==> config.mk <==
export PLATFORM = sky130hd
export DESIGN_NAME = pipe_hazard_ctrl
export DESIGN_NICKNAME = d
export VERILOG_FILES = /design/src/rtl/pipe_ctrl_pkg.sv /design/src/rtl/pipe_hazard_ctrl_lu.sv /design/src/rtl/pipe_hazard_ctrl.sv
export SDC_FILE = /design/constraint.sdc
export NUM_CORES = 1
export LEC_CHECK = 0
export BUFFER_PORTS_ARGS = -buffer_cell sky130_fd_sc_hd__buf_2
export CORE_UTILIZATION = 40
export CTS_BUF_LIST = sky130_fd_sc_hd__clkbuf_8 sky130_fd_sc_hd__clkbuf_16
export CTS_CLUSTER_DIAMETER = 120
export DETAILED_ROUTE_END_ITERATION = 7
export PLACE_DENSITY = 0.8
export SETUP_SLACK_MARGIN = 0.15
export SYNTH_ARGS = -nofsm -noshare
export SYNTH_HDL_FRONTEND = slang
export SYNTH_SLANG_ARGS = --single-unit
==> constraint.sdc <==
create_clock -name clk -period 2.7 [get_ports clk]
set_input_delay 0.405 -clock clk [delete_from_list [all_inputs] [get_ports clk]]
set_output_delay 0.405 -clock clk [all_outputs]
set_load 0.005 [all_outputs]
==> src/rtl/pipe_ctrl_pkg.sv <==
// rtl/pipe_ctrl_pkg.sv - shared types and constants for the pipeline hazard controller
package pipe_ctrl_pkg;

    localparam int REG_AW = 5;
    localparam int X0_IDX = 0;

    typedef enum logic [1:0] {
        RUN     = 2'd0,
        MEMWAIT = 2'd1,
        FLUSH   = 2'd2
    } ctrl_state_t;

    localparam logic [1:0] ST_RUN     = 2'd0;
    localparam logic [1:0] ST_MEMWAIT = 2'd1;
    localparam logic [1:0] ST_FLUSH   = 2'd2;

endpackage

==> src/rtl/pipe_hazard_ctrl_lu.sv <==
// rtl/pipe_hazard_ctrl_lu.sv - combinational load-use comparator (hazard_detect_lu)
module hazard_detect_lu
    import pipe_ctrl_pkg::*;
#(
    parameter int AW = 5
) (
    input  logic          memread,
    input  logic [AW-1:0] rd,
    input  logic [AW-1:0] rs1,
    input  logic [AW-1:0] rs2,
    output logic          load_use
);

    // x0 is hardwired zero, so a load targeting it never creates a dependency
    always_comb begin
        load_use = memread && (rd != AW'(X0_IDX)) && ((rd == rs1) || (rd == rs2));
    end

endmodule

==> src/rtl/pipe_hazard_ctrl.sv <==
// rtl/pipe_hazard_ctrl.sv - pipeline hold/flush controller; optional PIPE_PERF_CNT_EN perf counters
module pipe_hazard_ctrl
    import pipe_ctrl_pkg::*;
#(
    parameter int REG_AW      = pipe_ctrl_pkg::REG_AW,
    parameter int MEM_TIMEOUT = 15,
    parameter int CNT_W       = 4
) (
    input  logic              clk,
    input  logic              reset,
    input  logic [REG_AW-1:0] rs1_ID,
    input  logic [REG_AW-1:0] rs2_ID,
    input  logic [REG_AW-1:0] rd_EX,
    input  logic              memread_EX,
    input  logic              branch_taken_MEM,
    input  logic              memread_MEM,
    input  logic              memwrite_MEM,
    input  logic              dmem_ready,
    output logic              stall_IF,
    output logic              stall_ID,
    output logic              stall_EX,
    output logic              stall_MEM,
    output logic              flush_IFID,
    output logic              flush_IDEX,
    output logic              flush_EXMEM,
    output logic              dmem_timeout,
    output logic [1:0]        ctrl_state
`ifdef PIPE_PERF_CNT_EN
    ,
    output logic [31:0]       stall_cycles,
    output logic [15:0]       flush_events
`endif
);

    localparam logic [CNT_W-1:0] TIMEOUT_CNT = CNT_W'(MEM_TIMEOUT);

    logic [1:0]       state, next_state;
    logic [CNT_W-1:0] wait_cnt, next_cnt;
    logic             set_timeout;
    logic             mem_busy;
    logic             load_use;
    logic             run_like;
    logic             lu_en;
    logic             br_en;

    hazard_detect_lu #(.AW(REG_AW)) u_lu (
        .memread  (memread_EX),
        .rd       (rd_EX),
        .rs1      (rs1_ID),
        .rs2      (rs2_ID),
        .load_use (load_use)
    );

    // data memory still owes us a result this cycle
    always_comb begin
        mem_busy = (memread_MEM || memwrite_MEM) && !dmem_ready;
    end

    // hold/flush decode and next-state; MEMWAIT that resolves falls through to the RUN rules
    always_comb begin
        stall_IF    = 1'b0;
        stall_ID    = 1'b0;
        stall_EX    = 1'b0;
        stall_MEM   = 1'b0;
        flush_IFID  = 1'b0;
        flush_IDEX  = 1'b0;
        flush_EXMEM = 1'b0;
        next_state  = state;
        next_cnt    = wait_cnt;
        set_timeout = 1'b0;
        run_like    = 1'b0;
        lu_en       = 1'b0;
        br_en       = 1'b0;
        if (!reset) begin
            case (state)
                ST_RUN: begin
                    run_like = 1'b1;
                    lu_en    = 1'b1;
                    br_en    = 1'b1;
                end
                ST_FLUSH: begin
                    // ID and MEM hold bubbles after a flush; only a memory wait matters
                    run_like = 1'b1;
                end
                ST_MEMWAIT: begin
                    if (mem_busy) begin
                        if (wait_cnt == TIMEOUT_CNT) begin
                            set_timeout = 1'b1;
                            next_state  = ST_RUN;
                            next_cnt    = '0;
                        end else begin
                            stall_IF  = 1'b1;
                            stall_ID  = 1'b1;
                            stall_EX  = 1'b1;
                            stall_MEM = 1'b1;
                            next_cnt  = wait_cnt + CNT_W'(1);
                        end
                    end else begin
                        run_like = 1'b1;
                        lu_en    = 1'b1;
                        br_en    = 1'b1;
                        next_cnt = '0;
                    end
                end
                default: begin
                    next_state = ST_RUN;
                    next_cnt   = '0;
                end
            endcase

            if (run_like) begin
                if (mem_busy) begin
                    stall_IF   = 1'b1;
                    stall_ID   = 1'b1;
                    stall_EX   = 1'b1;
                    stall_MEM  = 1'b1;
                    next_state = ST_MEMWAIT;
                    next_cnt   = CNT_W'(1);
                end else if (br_en && branch_taken_MEM) begin
                    flush_IFID  = 1'b1;
                    flush_IDEX  = 1'b1;
                    flush_EXMEM = 1'b1;
                    next_state  = ST_FLUSH;
                end else begin
                    next_state = ST_RUN;
                    if (lu_en && load_use) begin
                        stall_IF   = 1'b1;
                        stall_ID   = 1'b1;
                        flush_IDEX = 1'b1;
                    end
                end
            end
        end
    end

    // state, wait counter and sticky timeout flag
    always_ff @(posedge clk) begin
        if (reset) begin
            state        <= ST_RUN;
            wait_cnt     <= '0;
            dmem_timeout <= 1'b0;
        end else begin
            state    <= next_state;
            wait_cnt <= next_cnt;
            if (set_timeout) begin
                dmem_timeout <= 1'b1;
            end
        end
    end

    assign ctrl_state = state;

`ifdef PIPE_PERF_CNT_EN
    logic [31:0] stall_cnt_q;
    logic [15:0] flush_cnt_q;

    // saturating counts of stalled cycles and branch flushes
    always_ff @(posedge clk) begin
        if (reset) begin
            stall_cnt_q <= '0;
            flush_cnt_q <= '0;
        end else begin
            if ((stall_IF || stall_ID || stall_EX || stall_MEM) && (stall_cnt_q != '1)) begin
                stall_cnt_q <= stall_cnt_q + 32'd1;
            end
            if (flush_EXMEM && (flush_cnt_q != '1)) begin
                flush_cnt_q <= flush_cnt_q + 16'd1;
            end
        end
    end

    assign stall_cycles = stall_cnt_q;
    assign flush_events = flush_cnt_q;
`endif

endmodule
Word-level counts from Yosys, hierarchy flattened
Cells that the tools add are included.
{"block": "totals", "register_bits": 7, "elab_cells": 64}
{"block": "classes", "n_eq_ne": 8, "n_reduce_logical": 12, "addsub": 1, "mux": 40}
{"op": "$mux W1", "count": 27}
{"op": "$mux W4", "count": 4}
{"op": "$eq A5 B5 Y1", "count": 2}
{"op": "$mux W2", "count": 5}
{"op": "$pmux W4 S2", "count": 1}
{"op": "$ne A3 B3 Y1 const B", "count": 2}
{"op": "$logic_and A1 B1 Y1", "count": 5}
{"op": "$reduce_bool A5 Y1", "count": 1}
{"op": "$add A4 B1 Y4 const B", "count": 1}
{"op": "$eq A4 B4 Y1 const B", "count": 1}
{"op": "$pmux W1 S2", "count": 2}
{"op": "$pmux W2 S2", "count": 1}
{"op": "$reduce_and A3 Y1", "count": 1}
{"op": "$eq A2 B1 Y1 const B", "count": 1}
{"op": "$eq A2 B2 Y1 const B", "count": 1}
{"op": "$logic_not A2 Y1", "count": 1}
{"op": "$logic_or A1 B1 Y1", "count": 2}
{"op": "$ne A2 B1 Y1 const B", "count": 1}
{"op": "$reduce_or A2 Y1", "count": 1}
{"op": "$logic_not A1 Y1", "count": 1}

Longest topological paths before layout
Gate-level depths: netlist (run 1).
{"block": "logic_depth", "ltp_word": 11, "ltp_mapped": 6, "depth_no_buf": 5}

Cells and area by module
Synthesis (run 1) repeated with hierarchy kept, for this count alone.
{"block": "hier_totals", "hier_cells": 60, "area_unflattened_um2": 551.8}
{"mod": "pipe_hazard_ctrl", "cells_each": 43, "seq_area_each_um2": 140.1, "area_per_inst_um2": 426.7, "n_inst": 1}
{"mod": "hazard_detect_lu", "cells_each": 17, "seq_area_each_um2": 0.0, "area_per_inst_um2": 125.1, "n_inst": 1}

Worst setup path after synthesis (run 1)
Ideal clock, no wire load.
{"block": "synth_timing", "path_type": "register to output", "from": "register wait_cnt[0]", "to": "output port stall_IF", "n_path_buf": 1, "arrival_ps": 1489, "stages_incl_launch_ff": 7, "slack_ps": 806, "cell_sequence": "dfxtp_1 > ha_1 > a31o_2 > a211oi_1 > inv_1 > o41ai_2 > buf_4"}
{"block": "synth_between", "elab_chain_cells": 9}
{"element": "start, declared", "line": "pipe_hazard_ctrl.sv:38", "text": "logic [CNT_W-1:0] wait_cnt, next_cnt;"}
{"element": "start signal, assigned", "line": "pipe_hazard_ctrl.sv:144", "text": "wait_cnt <= next_cnt;"}
{"element": "$eq A4 B4 Y1 (*)", "line": "pipe_hazard_ctrl.sv:87", "text": "if (wait_cnt == TIMEOUT_CNT) begin"}
{"element": "$mux W1 (*) (3 in series)"}
{"element": "$mux W1 (3 in series)"}
{"element": "$mux W1 (*) (2 in series)"}
{"element": "end, declared", "line": "pipe_hazard_ctrl.sv:19", "text": "output logic stall_IF,"}
Every way passes the cells marked *; elsewhere a longest branch is shown, timed or not.

Worst setup path in the final report (run 1)
{"block": "layout_timing", "from": "register wait_cnt[0]", "to": "output port stall_ID"}
{"block": "layout_between", "elab_chain_cells": 9}
{"element": "$eq A4 B4 Y1 (*)", "line": "pipe_hazard_ctrl.sv:87"}
{"element": "$mux W1 (*)", "line": "pipe_hazard_ctrl.sv:87"}
{"element": "$mux W1 (*)", "line": "pipe_hazard_ctrl.sv:86", "text": "if (mem_busy) begin"}
{"element": "$mux W1 (*)", "line": "pipe_hazard_ctrl.sv:75", "text": "case (state)"}
{"element": "$mux W1", "line": "pipe_hazard_ctrl.sv:126", "text": "if (lu_en && load_use) begin"}
{"element": "$mux W1", "line": "pipe_hazard_ctrl.sv:119", "text": "end else if (br_en && branch_taken_MEM) begin"}
{"element": "$mux W1", "line": "pipe_hazard_ctrl.sv:112", "text": "if (mem_busy) begin"}
{"element": "$mux W1 (*)", "line": "pipe_hazard_ctrl.sv:111", "text": "if (run_like) begin"}
{"element": "$mux W1 (*)", "line": "pipe_hazard_ctrl.sv:74", "text": "if (!reset) begin"}
{"element": "end, declared", "line": "pipe_hazard_ctrl.sv:20", "text": "output logic stall_ID,"}
Marked as above.

==> flow_metrics.py, run 1 <==
metrics = {
    "synth": {
        "yosys_warnings": 0,
        "synthTopCellsByArea": "dfxtp_1 (27%), xor2_1 (19%), nor2_1 (7.2%), a22oi_1 (4.3%), buf_4 (4.3%)",
        "netlist.top_cell.by_area": "dfxtp_1",
        "synthCells": 63,
        "yosysUniqueCellTypes": 27,
        "synthArstFlopShare_pct": 0,
        "syn_area_per_cell_um2": 8.24,
        "ys.flop_type": "dfxtp_1",
        "yosysMostFrequentCell": "xor2_1",
        "syn_area_um2": 519,
        "synth_commonest_cells": "xor2_1 (11), nor2_1 (10), dfxtp_1 (7), nor3_1 (4)",
        "synth_top_area_share_pct": 27.0,
        "syn_nets": 86,
        "seq_area_frac_synth_pct": 27.0,
        "synth_edf_count": 0,
        "ys_ff_latch": 7,
    },
    "routing": {
        "drc": 0,
        "post_drt_wl_per_cell_um": 11.2,
        "dr_total_vias": 564,
        "viasPerCell": 5.22,
        "drt_pass1_iterations": 4,
        "wirelength_um": 1210,
        "detail-route-antenna-nets": 0,
        "drt_iter0_markers": 10,
    },
    "floorplanning": {
        "start_util_pct": 44.9,
        "rows": 12,
        "die-height_um": 38.0,
        "die-area_mm2": 0.00145,
        "ios": 32,
        "die_w_um": 38.0,
        "core_mm2": 0.00116,
    },
    "setup_path": {
        "r2r_cells": 5,
        "criticalPathCategory": "flop to output pin",
        "crit_chain": "ha_1 -> a31o_2 -> a211oi_1 -> inv_1 -> o41ai_2 -> buf_2",
        "cp.required_ns": 2.30,
        "cp_data_arrival_time_ns": 1.76,
        "cp_slowest_stage_delay_ns": 0.38,
        "cp_top_family": "compound AO/OA/AOI/OAI gates",
        "cp-start-kind": "flop",
        "cp_num_buf_inv": 2,
        "critPathMaxFanout": 5,
        "cp.depth": 6,
        "critPathSlowestCell": "a211oi_1",
        "cp-end-kind": "output pin",
    },
    "clock_tree": {
        "cts_tree": "done",
        "cts_sinks": 7,
        "clk_pin_slew_ns": 0.04,
        "htree_levels": 1,
        "cts_resized": 0,
        "cts_made_buffers": 3,
        "holdBufCountCts": 0,
        "cts-root-buf": "clkbuf_8",
        "clk_path_buf_depth": 2,
        "post-cts-setup-buffers": 0,
        "insertion_delay_ns": 0.22,
    },
    "layout": {
        "num_antenna_cells": 0,
        "area_delta_synth_final_pct": 36.9,
        "nFillCells": 108,
        "final_nets": 118,
        "multiInputGateArea_um2": 345,
        "drive_above_1_share_pct": 40.4,
        "regArea_um2": 140,
    },
    "timing": {
        "fmax_mhz": 461,
        "whs_ns": 0.457,
        "min_period_over_period_pct": 80.3,
        "fin_crit_ns": 2.17,
        "max_slew_margin_pct": 70.5,
        "fin_worst_skew_ns": 0.00315,
        "slew_violations": 0,
        "worst_slew_pin_slew_ns": 0.439,
        "setup_tns_ns": 0,
        "setup_viol": 0,
        "rsz0062_at_grt": "no",
        "finalHoldViolCount": 0,
    },
    "placed_design": {
        "dp_hpwl_um": 1010,
        "gp_congestion": 0.856,
        "io_buffers": 31,
    },
    "global_routing": {
        "grt_pass1_vias": 533,
        "grt_first_pass_wirelength_um": 2010,
        "grt_antenna_before_repair": 0,
        "grtUsageTotal_pct": 20.2,
        "grt_max_degree": 10,
        "grt-ovfl-total": 0,
    },
    "power_and_ir_drop": {
        "peakVddDrop_uv": 406,
        "powerDensity_mw_per_mm2": 441,
        "power_leakage_nw": 0.368,
        "switching_share_pct": 24.3,
        "p_seq_share_pct": 35.2,
        "clockPowerShare_pct": 44.2,
        "p_sw_w": 0.0000762,
        "combPwrFrac_pct": 20.6,
        "p_int_w": 0.000237,
    },
    "flow_run": {
        "drv_cap": 0,
    },
    "status": {
        "status": "finished, final reports clean",
    },
    "min_path": {
        "min_path_type": "input port to flop",
        "whs_path_depth": 2,
    },
}
## final timing paths
path,from,end,slack (ns)
worst max-delay path,wait_cnt[0]$_SDFF_PP0_,stall_ID,0.53
worst min-delay path,branch_taken_MEM,ctrl_state[1]$_SDFFE_PP0P_,0.46
worst max register to register,wait_cnt[0]$_SDFF_PP0_,wait_cnt[3]$_SDFF_PP0_,1.45
worst min register to register,ctrl_state[0]$_SDFFE_PP0P_,ctrl_state[0]$_SDFFE_PP0P_,0.50
## metal layers
layer	GRT usage (%)	part of all wire [%]
met5	0	0
met3	9.30	5.9
met1	23.1	44
met4	7.14	0.99
met2	32.6	49
## cells by family after synthesis
logic type,after synthesis,synth area share [%]
compound gates,14,22.2
xor+xnor,11,18.6
fa+ha+maj,1,2.41
buf+inv,6,6.51
flops,7,27.0
simple gates,24,23.4
## area by class of cell
class / instances / share of cell area [%]
multi-input cells: 50 / 48.6
repair buffers: 31 / 21.8
flip-flops and latches: 7 / 19.7
clock buffers: 3 / 5.81
well taps: 14 / 2.46
inverters: 2 / 1.06
clock inverters: 1 / 0.528
## placed cells by master, fill, tap and decap left out, types with 2 or more instances in the layout
cell type,synthesis,final
nand2_1,2,2
a211oi_1,2,2
nor3_1,4,4
dfxtp_1,7,7
buf_2,0,31
nor2_1,10,10
xor2_1,11,11
clkbuf_8,0,3
a22oi_1,3,3
inv_1,2,3
and3_1,2,2
## registers in the layout, summed over array words and instances (netlist names)
| name | count |
|---|---|
| wait_cnt | 4 |
| ctrl_state | 2 |
| dmem_timeout | 1 |
## per-stage QoR
stage,utilization (%),area (um^2),worst slack [ns],power [W],cells
floorplan,-,519,0.806,0.000148,63
global placement,57.6,666,0.752,0.000175,104
detailed placement,57.6,666,0.747,0.000177,104
CTS,61.5,711,0.505,0.000317,108
global route,61.5,711,0.384,0.000332,108
finish,61.5,711,0.533,0.000313,108
## power groups by stage
| stage | combinational [W] | sequential [W] | clock, W |
|---|---|---|---|
| floorplan | 0.0000365 | 0.000111 | 0 |
| global placement | 0.0000631 | 0.000112 | 0 |
| detailed placement | 0.0000648 | 0.000112 | 0 |
| CTS | 0.0000648 | 0.000110 | 0.000142 |
| global route | 0.0000717 | 0.000111 | 0.000150 |
| finish | 0.0000644 | 0.000110 | 0.000139 |
Note: power is estimated with default switching activity, not from simulation.
==> run 2, diff against run 1 <==
Clock period 2.7 ns to 2.1 ns, I/O delays scaled along.
==> run 2 against run 1 <==
  * Global-route usage shrank 0.73 points
  * Sequential power grew 29%
  * Sequential cell count is the same
  * Count of clock-buffer cells in the layout is the same
  * Combinational power grew 33%
  * First-iteration DRC count shrank 30%
  * Die area is the same
  * Power grew 29%
  * Register-to-register slack lost 0.58 ns
  * Worst hold slack lost 0.096 ns
  * Setup slack lost 0.28 ns
  * Critical endpoint unchanged
  * Largest cell class unchanged
  * Largest power group unchanged
  * Highest routed layer is now met3
==> flow_metrics.py, run 2 (synthesis gave the netlist of run 1 again) <==
metrics = {
    "placed_design": {
        "dpl_cell_area_um2": 666,
        "gp_congestion": 0.808,
        "io_buffers": 31,
        "dp_hpwl_um": 991,
        "dpl.cell_count": 104,
    },
    "timing": {
        "fin_crit_ns": 1.85,
        "worst_slew_pin_slew_ns": 0.423,
        "fin_worst_skew_ns": 0.00265,
        "min_period_over_period_pct": 88.0,
        "slew_violations": 0,
        "setup_tns_ns": 0,
        "setup_viol": 0,
        "rsz0062_at_grt": "no",
        "finalHoldViolCount": 0,
        "max_slew_margin_pct": 71.6,
        "fmax_mhz": 541,
    },
    "clock_tree": {
        "htree_levels": 1,
        "cts_sinks": 7,
        "clk_path_buf_depth": 2,
        "holdBufCountCts": 0,
        "insertion_delay_ns": 0.22,
        "cts-root-buf": "clkbuf_8",
        "cts_tree": "done",
        "clk_pin_slew_ns": 0.04,
        "cts_made_buffers": 3,
    },
    "flow_run": {
        "drv_cap": 0,
    },
    "layout": {
        "layout_common_cells": "buf_2 (31), xor2_1 (11), nor2_1 (10)",
        "layout_commonest_cell": "buf_2",
        "drive_above_1_share_pct": 43.2,
        "design_area_um2": 726,
        "num_antenna_cells": 0,
        "largest_reg_flops": 4,
        "area_delta_synth_final_pct": 39.8,
        "finalNonFillerCells": 109,
        "regMostFlops": "wait_cnt",
        "final_nets": 119,
    },
    "routing": {
        "detail-route-antenna-nets": 0,
        "dr_total_vias": 527,
        "post_drt_wl_per_cell_um": 11.2,
        "drt_iter0_markers": 7,
        "drc": 0,
        "viasPerCell": 4.83,
        "drt_pass1_iterations": 4,
        "wirelength_um": 1230,
    },
    "global_routing": {
        "grt_first_pass_wirelength_um": 1920,
        "grt-ovfl-total": 0,
        "grtUsageTotal_pct": 19.5,
        "grt_pass1_vias": 491,
        "grt_antenna_before_repair": 0,
        "grt_max_degree": 10,
    },
    "setup_path": {
        "cp_data_arrival_time_ns": 1.53,
        "cp-start-kind": "flop",
        "critPathMaxFanout": 5,
        "criticalPathCategory": "flop to output pin",
        "cp.required_ns": 1.78,
        "cp-end-kind": "output pin",
    },
    "power_and_ir_drop": {
        "power_leakage_nw": 0.372,
        "peakVddDrop_uv": 594,
        "powerDensity_mw_per_mm2": 558,
    },
    "floorplanning": {
        "rows": 12,
        "ios": 32,
        "die_w_um": 38.0,
        "die-area_mm2": 0.00145,
        "core_mm2": 0.00116,
        "die-height_um": 38.0,
        "start_util_pct": 44.9,
    },
    "min_path": {
        "min_path_type": "input port to flop",
    },
    "status": {
        "status": "finished, final reports clean",
    },
}
## run 2: critical path: stages (launching register included)
cell and delay [ns]:
dfxtp_1 0.33, ha_2 0.22, a31o_2 0.23, a211oi_2 0.21, inv_1 0.08, o41ai_2 0.06, buf_2 0.17
## run 2: metal layers
metal | track usage (%) | wire length, um | vias up
li1 | - | - | 286
met1 | 22.4 | 561 | 226
met2 | 32.2 | 596 | 15
met3 | 9.30 | 68 | 0
met4 | 4.46 | 0 | 0
met5 | 0 | 0 | -
## run 2: report_power, final
group / switching, W / internal [W]
logic: 0.0000426 / 0.0000432
clock network: 0.0000514 / 0.000126
registers: 0.00000448 / 0.000138
total: 0.0000984 / 0.000307
## run 2: worst paths after layout
check,cells past startpoint,start,slack [ns],end
worst max-delay path,6,wait_cnt[0]$_SDFF_PP0_,0.25,stall_ID
worst min-delay path,2,branch_taken_MEM,0.36,ctrl_state[1]$_SDFFE_PP0P_
worst max register to register,4,ctrl_state[0]$_SDFFE_PP0P_,0.87,wait_cnt[3]$_SDFF_PP0_
worst min register to register,2,dmem_timeout$_SDFFE_PP0P_,0.51,dmem_timeout$_SDFFE_PP0P_
## run 2: through the flow
stage                     setup WS [ns]  power (W)  util, %  hold WS (ns)
after floorplan                   0.296   0.000190        -         0.461
after global placement            0.338   0.000225     57.6         0.466
after detailed placement          0.302   0.000227     57.6         0.473
after CTS                         0.190   0.000410     62.1         0.353
after global routing              0.166   0.000431     62.8         0.378
final                             0.253   0.000405     62.8         0.361
## run 2: layout make-up
| cell class | count | area, um^2 |
|---|---|---|
| inverters | 2 | 7.51 |
| well taps | 14 | 17.5 |
| multi-input cells | 50 | 353 |
| clock buffers | 3 | 41.3 |
| clock inverters | 1 | 3.75 |
| flip-flops and latches | 7 | 140 |
| repair buffers | 32 | 163 |
| fillers | 105 | 430 |
## run 2: what timing repair did
item | CTS | global route
gates resized for setup | 2 | 0
setup buffers | 0 | 1
endpoints found under the setup margin | 2 | 2
pin swaps | 0 | 1
hold endpoints to repair | 0 | 0
